--- src/rtl/s641_tb_pkg.sv ---
// Shared types and default constants for the s641 response MISR.
package s641_tb_pkg;

  typedef enum logic [1:0] {
    ST_IDLE = 2'd0,
    ST_RUN  = 2'd1,
    ST_DONE = 2'd2
  } state_t;

  localparam int          DEF_WIDTH = 24;
  localparam int          DEF_CNT_W = 16;
  localparam logic [23:0] DEF_POLY  = 24'hE10000;
  localparam logic [23:0] DEF_SEED  = 24'hFFFFFF;

endpackage

--- src/rtl/s641_misr_core.sv ---
// Galois MISR step and signature register with seed-load and enable controls.
module s641_misr_core #(
  parameter int               WIDTH = 24,
  parameter logic [WIDTH-1:0] POLY  = '0,
  parameter logic [WIDTH-1:0] SEED  = '1
) (
  input  logic             CK,
  input  logic             RN,
  input  logic             i_load,
  input  logic             i_en,
  input  logic [WIDTH-1:0] i_din,
  output logic [WIDTH-1:0] o_sig,
  output logic [WIDTH-1:0] o_next
);

  logic [WIDTH-1:0] r_sig;
  logic [WIDTH-1:0] w_next;

  always_comb begin
    w_next = {r_sig[WIDTH-2:0], 1'b0} ^ (r_sig[WIDTH-1] ? POLY : '0) ^ i_din;
  end

  // Seed load takes priority so a restart never folds in a stray sample.
  always_ff @(posedge CK or negedge RN) begin
    if (!RN) begin
      r_sig <= '0;
    end else if (i_load) begin
      r_sig <= SEED;
    end else if (i_en) begin
      r_sig <= w_next;
    end
  end

  assign o_sig  = r_sig;
  assign o_next = w_next;

endmodule

--- src/rtl/s641_resp_misr.sv ---
// Response-compaction MISR with run control; optional golden compare under SIG_COMPARE_EN.
module s641_resp_misr
  import s641_tb_pkg::*;
#(
  parameter int               WIDTH = DEF_WIDTH,
  parameter int               CNT_W = DEF_CNT_W,
  parameter logic [WIDTH-1:0] POLY  = WIDTH'(DEF_POLY),
  parameter logic [WIDTH-1:0] SEED  = WIDTH'(DEF_SEED)
) (
  input  logic             CK,
  input  logic             RN,
  input  logic             start,
  input  logic [CNT_W-1:0] len,
  input  logic             resp_valid,
  input  logic [WIDTH-1:0] resp_in,
  input  logic [WIDTH-1:0] golden,
  output logic             busy,
  output logic             done,
  output logic [WIDTH-1:0] signature,
  output logic [CNT_W-1:0] count,
  output logic             pass
);

  state_t           r_state;
  state_t           w_state_nxt;
  logic             r_busy;
  logic             r_done;
  logic [CNT_W-1:0] r_count;
  logic [CNT_W-1:0] r_len;
  logic             w_start_ok;
  logic             w_accept;
  logic             w_last;
  logic [WIDTH-1:0] w_sig;
  logic [WIDTH-1:0] w_sig_next;

  assign w_start_ok = start && (r_state != ST_RUN);
  assign w_accept   = resp_valid && (r_state == ST_RUN);
  // count < r_len holds throughout RUN, so the increment can neither pass len nor wrap.
  assign w_last     = w_accept && ((r_count + CNT_W'(1)) == r_len);

  always_comb begin
    w_state_nxt = r_state;
    case (r_state)
      ST_IDLE, ST_DONE: begin
        if (start) begin
          w_state_nxt = (len == '0) ? ST_DONE : ST_RUN;
        end
      end
      ST_RUN: begin
        if (w_last) begin
          w_state_nxt = ST_DONE;
        end
      end
      default: w_state_nxt = ST_IDLE;
    endcase
  end

  always_ff @(posedge CK or negedge RN) begin
    if (!RN) begin
      r_state <= ST_IDLE;
      r_busy  <= 1'b0;
      r_done  <= 1'b0;
    end else begin
      r_state <= w_state_nxt;
      r_busy  <= (w_state_nxt == ST_RUN);
      r_done  <= (w_state_nxt == ST_DONE);
    end
  end

  always_ff @(posedge CK or negedge RN) begin
    if (!RN) begin
      r_count <= '0;
      r_len   <= '0;
    end else if (w_start_ok) begin
      r_count <= '0;
      r_len   <= len;
    end else if (w_accept) begin
      r_count <= r_count + CNT_W'(1);
    end
  end

  s641_misr_core #(
    .WIDTH (WIDTH),
    .POLY  (POLY),
    .SEED  (SEED)
  ) u_core (
    .CK     (CK),
    .RN     (RN),
    .i_load (w_start_ok),
    .i_en   (w_accept),
    .i_din  (resp_in),
    .o_sig  (w_sig),
    .o_next (w_sig_next)
  );

`ifdef SIG_COMPARE_EN
  logic [WIDTH-1:0] r_golden;
  logic             r_pass;

  // A zero-length run enters DONE holding SEED, so that is what gets compared.
  always_ff @(posedge CK or negedge RN) begin
    if (!RN) begin
      r_golden <= '0;
      r_pass   <= 1'b0;
    end else if (w_start_ok) begin
      r_golden <= golden;
      r_pass   <= (len == '0) && (SEED == golden);
    end else if (w_last) begin
      r_pass   <= (w_sig_next == r_golden);
    end
  end

  assign pass = r_pass;
`else
  logic w_unused;
  assign w_unused = ^{golden, w_sig_next};
  assign pass     = 1'b0;
`endif

  assign busy      = r_busy;
  assign done      = r_done;
  assign signature = w_sig;
  assign count     = r_count;

endmodule

--- config.mk ---
export PLATFORM = sky130hd
export DESIGN_NAME = s641_resp_misr
export DESIGN_NICKNAME = d
export VERILOG_FILES = /design/src/rtl/s641_tb_pkg.sv /design/src/rtl/s641_misr_core.sv /design/src/rtl/s641_resp_misr.sv
export SDC_FILE = /design/constraint.sdc
export NUM_CORES = 1
export LEC_CHECK = 0
export CAP_MARGIN = 40
export CORE_MARGIN = 1
export CORE_UTILIZATION = 41
export DETAILED_ROUTE_END_ITERATION = 8
export PLACE_DENSITY_LB_ADDON = 0.08
export SLEW_MARGIN = 0
export SYNTH_ARGS = -nofsm -noshare
export SYNTH_HDL_FRONTEND = slang
export SYNTH_SLANG_ARGS = --single-unit
--- constraint.sdc ---
create_clock -name CK -period 2.3 [get_ports CK]
set_clock_uncertainty 0.1 [all_clocks]
set_input_delay 0.23 -clock CK [delete_from_list [all_inputs] [get_ports CK]]
set_output_delay 0.23 -clock CK [all_outputs]
set_load 0.01 [all_outputs]
[Yosys cells after proc, flatten, opt, wreduce, memory -nomap -nowiden]
Index checks and enable logic that the tools add are counted.
Storage, ports and cells
  word-level logic and storage cells: 31
  output and inout bits: 43
  register bits: 60
Operators by class
  equality and inequality tests: 6
  add/sub/neg operators: 1
  reduce and logical (&&, ||, !) cells: 7
  multiplexer cells: 9
  bitwise gates (word level): 2
Operator list (count)
  24-bit 2-to-1 mux: 3
  24-bit bitwise XOR: 2
  16-bit 2-to-1 mux: 2
  16-bit by 1-bit adder with 16-bit output (second input constant): 1
  16-bit == test: 1
  16-bit logical NOT: 1
  2-bit 2-to-1 mux: 3
  2-bit by 1-bit == test with 1-bit output (second input constant): 2
  2-bit == test (second input constant): 2
  2-bit one-hot mux with 2 select lines: 1
  1-bit logical AND: 3
  2-bit logical NOT: 1
  2-bit by 1-bit != test with 1-bit output (second input constant): 1
  2-bit nonzero test: 1
  2-bit OR reduction: 1

[Longest topological paths before layout]
  depth in word-level cells: 6
  mapped depth: 8

[Cells and area by module]
Synthesis repeated with hierarchy kept, for this count alone.
Second synthesis, totals
  cells, all modules: 331
  area total of the unflattened synthesis: 3270.6 µm²
By module, submodules not included
  s641_resp_misr: cells each 202, times used 1, area an instance 2014.4 µm²
  s641_misr_core: cells each 129, times used 1, area an instance 1256.2 µm²

[Worst setup path after synthesis]
No wires, ideal clock.
  path type: register -> register
  start: register r_count[0] (netlist: count[0])
  end: register r_busy (netlist: busy)
  cell stages (with the launch flop): 8
  data arrival time: 2.183 ns
  path slack: -0.102 ns
  library setup time: 0.120 ns
  cells stage by stage: dfrtp_1 ha_1 and2_4 nand2_4 or4_4 a2111oi_2 nand4_2 a31o_1
On the way
  word-level cells in the longest chain between the ends: 6
Ends and longest elaborated chain
  start, declared: RTL line s641_resp_misr.sv:28  | logic [CNT_W-1:0] r_count;
  start signal, assigned: RTL line s641_resp_misr.sv:78  | r_count <= r_count + CNT_W'(1);
  16-bit by 1-bit adder with 16-bit output: RTL line s641_resp_misr.sv:39  | assign w_last = w_accept && ((r_count + CNT_W'(1)) == r_len);
  16-bit == test: RTL line s641_resp_misr.sv:39
  1-bit logical AND: RTL line s641_resp_misr.sv:39
  2-bit 2-to-1 mux: RTL line s641_resp_misr.sv:50  | if (w_last) begin
  2-bit one-hot mux with 2 select lines: RTL line s641_resp_misr.sv:43  | case (r_state)
  2-bit by 1-bit == test with 1-bit output: RTL line s641_resp_misr.sv:65  | r_busy <= (w_state_nxt == ST_RUN);
  end signal, assigned: RTL line s641_resp_misr.sv:65
  end, declared: RTL line s641_resp_misr.sv:26  | logic r_busy;
Every way passes these cells.
A chain may end at the register's enable or synchronous reset.

[Final worst setup path]
  start: register r_count[1] (netlist: count[1])
  end: register r_state[0]
On the way
  word-level cells in the longest chain between the ends: 5
Ends and longest elaborated chain
  16-bit by 1-bit adder with 16-bit output: RTL line s641_resp_misr.sv:39
  16-bit == test: RTL line s641_resp_misr.sv:39
  1-bit logical AND: RTL line s641_resp_misr.sv:39
  2-bit 2-to-1 mux: RTL line s641_resp_misr.sv:50
  2-bit one-hot mux with 2 select lines: RTL line s641_resp_misr.sv:43
  via w_state_nxt[0]: RTL line s641_resp_misr.sv:25  | state_t w_state_nxt;
  end signal, assigned: RTL line s641_resp_misr.sv:64  | r_state <= w_state_nxt;
  end, declared: RTL line s641_resp_misr.sv:24  | state_t r_state;
The timed path passes the listed nets, and every way through them passes these cells.

==> run metrics <==
f_max 0.440 GHz; Final Cycle Share 98.9%; relative max-transition margin 49.1%; fraction of layout instances using a drive strength above 1 16.9%; TritonCTS buffer count 9; final std cells w/o fill 520; Worst-Margin Slew 760 ps; Area growth syn-to-layout 43.6%; Final Critical Period between 2000 and 2500 ps; Worst-path clk slew 70 ps; fillers 633; DRC 0; H-tree depth 3; CP Max Fanout 3; cells on worst reg2reg path 7; initial antenna violation count 0; Distinct cells, synth 41; slowest CP cell or4_4; Setup crit start kind flip-flop; leading post-synthesis cells by cell area dfrtp_1 48%, xnor2_1 10%, mux2_2 5.8%; Min-Delay Path Class input pin to asynchronous set/reset pin; power density over cell area roughly 1100 mW/mm^2; Starting Density 42.7%; overall routing resource usage 20.7%; top cell type's share of synthesized area 48.3%; Arr. time, crit path roughly 2400 ps; DRT antenna net count 0; reg-to-reg startpoint count[1]; minimum hold slack 321 ps; CTS tree done; Clock Sinks 60; Fin. Hold Viols 0; drt wl/cell 14.5 um; Seq cells post-synth 60; fin. max-slew vios 0; global route total overflow 0; Post-Syn Area ~0.0031 sq mm; via count 2612; Die Height 89.1 um; CP cell instances ha_4, and2_4, nand2_4, or4_4, a2111oi_4, nand4_2, a31o_1; CP Data Required Time 2430 ps; # Max-Cap Violations 0; Clock Path Buffers 2; number of global-route vias before repair 2385; RD Place Congestion 0.822; # placed instances 501; WS Path Type flip-flop to flip-flop; Die Area 0.00794 sq mm; final core occ 61.3%; Peak supply drop 0.552 mV; RSZ-0062 raised after global routing true; largest net degree at the start of global routing 61; later-pin clock latency in the skew report about 340 ps; DR pass1 iterations 4; Worst Setup SP count[1]; final setup fails 0; synthesized net count 377; Cell Area, Placed 0.00420 sq mm; nets 485; Via density 5.02; crit path capture type flip-flop; Site Rows 31; Seq/Total Area, Yosys a little under 50%; Synth warnings 0; core area 0.00729 sq mm; routed wire length 7540 um; I/O Pins 111; syn avg cell area 10.1 sq um; max incr delay on CP 520 ps; Die X 89.1 um; area leader, netlist dfrtp_1; register-to-register setup slack 30 ps; Static Leakage 1.83 nW; FF-to-FF End r_state[0]; Mapped Cells 308; Iter 0 DRT Violations 96; root buffer cell clkbuf_8; first-pass GRT wire length approximately 12000 um; Post-DP HPWL 5340 um; status complete, no violations; fin area 0.00447 sq mm; number of I/O port buffers 85; antenna cells 0
[synthesized netlist by cell type]
master,instances
a2111oi_2,1
a21oi_1,26
a22o_1,1
a311oi_1,1
a31o_1,2
a31oi_1,5
and2_1,2
and2_4,1
and3_1,3
and3_2,1
and4_1,3
buf_1,2
buf_4,2
buf_6,3
clkbuf_1,9
clkbuf_2,1
clkbuf_8,1
conb_1,1
dfrtp_1,60
ha_1,1
inv_1,3
mux2_2,16
nand2_1,25
nand2_4,1
nand2b_1,1
nand3_1,7
nand3_2,1
nand3b_1,1
nand4_1,8
nand4_2,1
nor2_1,32
nor3_1,3
nor4_1,4
o211ai_1,1
o21ai_0,16
o22ai_1,2
o31ai_1,4
or3_1,1
or4_4,1
xnor2_1,37
xor2_1,17
[power by group]
part / internal (W) / leakage (nW) / switching [W]
logic: 0.00114 / 1.01 / 0.000907
registers: 0.00144 / 0.709 / 0.000336
clock network: 0.000668 / 0.113 / 0.000426
total: 0.00324 / 1.83 / 0.00167
[how the worst max path moves through the flow]
stage | to | cells past startpoint
global route | r_state[0] | 7
floorplan | busy | 8
detailed placement | r_state[0] | 7
CTS | r_state[0] | 7
finish | r_state[0] | 7
global placement | busy | 7
[state kept, by name, indices dropped and copies added (netlist names)]
register / cells
done: 1
r_len: 16
count: 16
busy: 1
u_core.o_sig: 24
r_state: 2
[layout make-up]
| class | instances | area, sq um | area share [%] |
|---|---|---|---|
| clock buffers | 12 | 155 | 3.47 |
| clock inverters | 4 | 72.6 | 1.62 |
| inverters | 3 | 11.3 | 0.252 |
| multi-input cells | 227 | 1520 | 33.9 |
| flip-flops and latches | 60 | 1500 | 33.6 |
| well taps | 99 | 124 | 2.77 |
| repair buffers | 115 | 1090 | 24.3 |
[cells by family after synthesis]
| group | synth area share [%] |
|---|---|
| buffers and inverters | 3.86 |
| multiplexers | 5.79 |
| flip-flops | 48.3 |
| other | 0.121 |
| AND/OR/NAND/NOR | 15.4 |
| AO/OA/AOI/OAI | 11.0 |
| XOR/XNOR | 15.2 |
| adder cells (fa/ha/maj) | 0.402 |
[layer usage]
layer | track usage (%) | wire length, um | vias up
met1 | 29.7 | 3630 | 1246
met2 | 30.2 | 3400 | 74
met5 | 0 | 0 | -
met4 | 8.23 | 100 | 0
met3 | 4.80 | 407 | 10
li1 | - | - | 1282
[through the flow]
step                worst slack (ps)  TNS (ps)  total power [W]
floorplan                       2.74         0          0.00296
global placement                13.9         0          0.00378
detailed placement             -12.7     -18.2          0.00382
CTS                            -8.97     -10.3          0.00496
global route                   -47.9     -90.4          0.00525
finish                          25.6         0          0.00491
[cell usage in the layout (no fill, tap or decap), types with 2 or more instances in the layout]
cell	count
a21oi_1	26
a31o_1	2
a31oi_1	5
and2_1	2
and3_1	3
and4_1	2
buf_4	28
bufinv_16	2
clkbuf_8	11
clkdlybuf4s50_1	84
dfrtp_1	59
inv_1	3
mux2_2	16
nand2_1	25
nand3_1	7
nand4_1	8
nor2_1	32
nor3_1	3
nor4_1	4
o21ai_0	16
o22ai_1	2
o31ai_1	4
xnor2_1	37
xor2_1	17
[worst max-delay path: cells and delay by family, from the launching register on]
kind,cells,cell delay (ps)
AND/OR/NAND/NOR,4,920
flip-flops,1,400
adder cells (fa/ha/maj),1,150
AO/OA/AOI/OAI,2,590
[what timing repair did]
item	4_1_cts	5_1_grt
endpoints found under the hold margin	60	0
setup endpoints to repair	2	4
resized for setup	2	1
setup buffers	2	0
hold buffers	1	0
pin swaps	4	3
(Power assumes the default switching activity.)
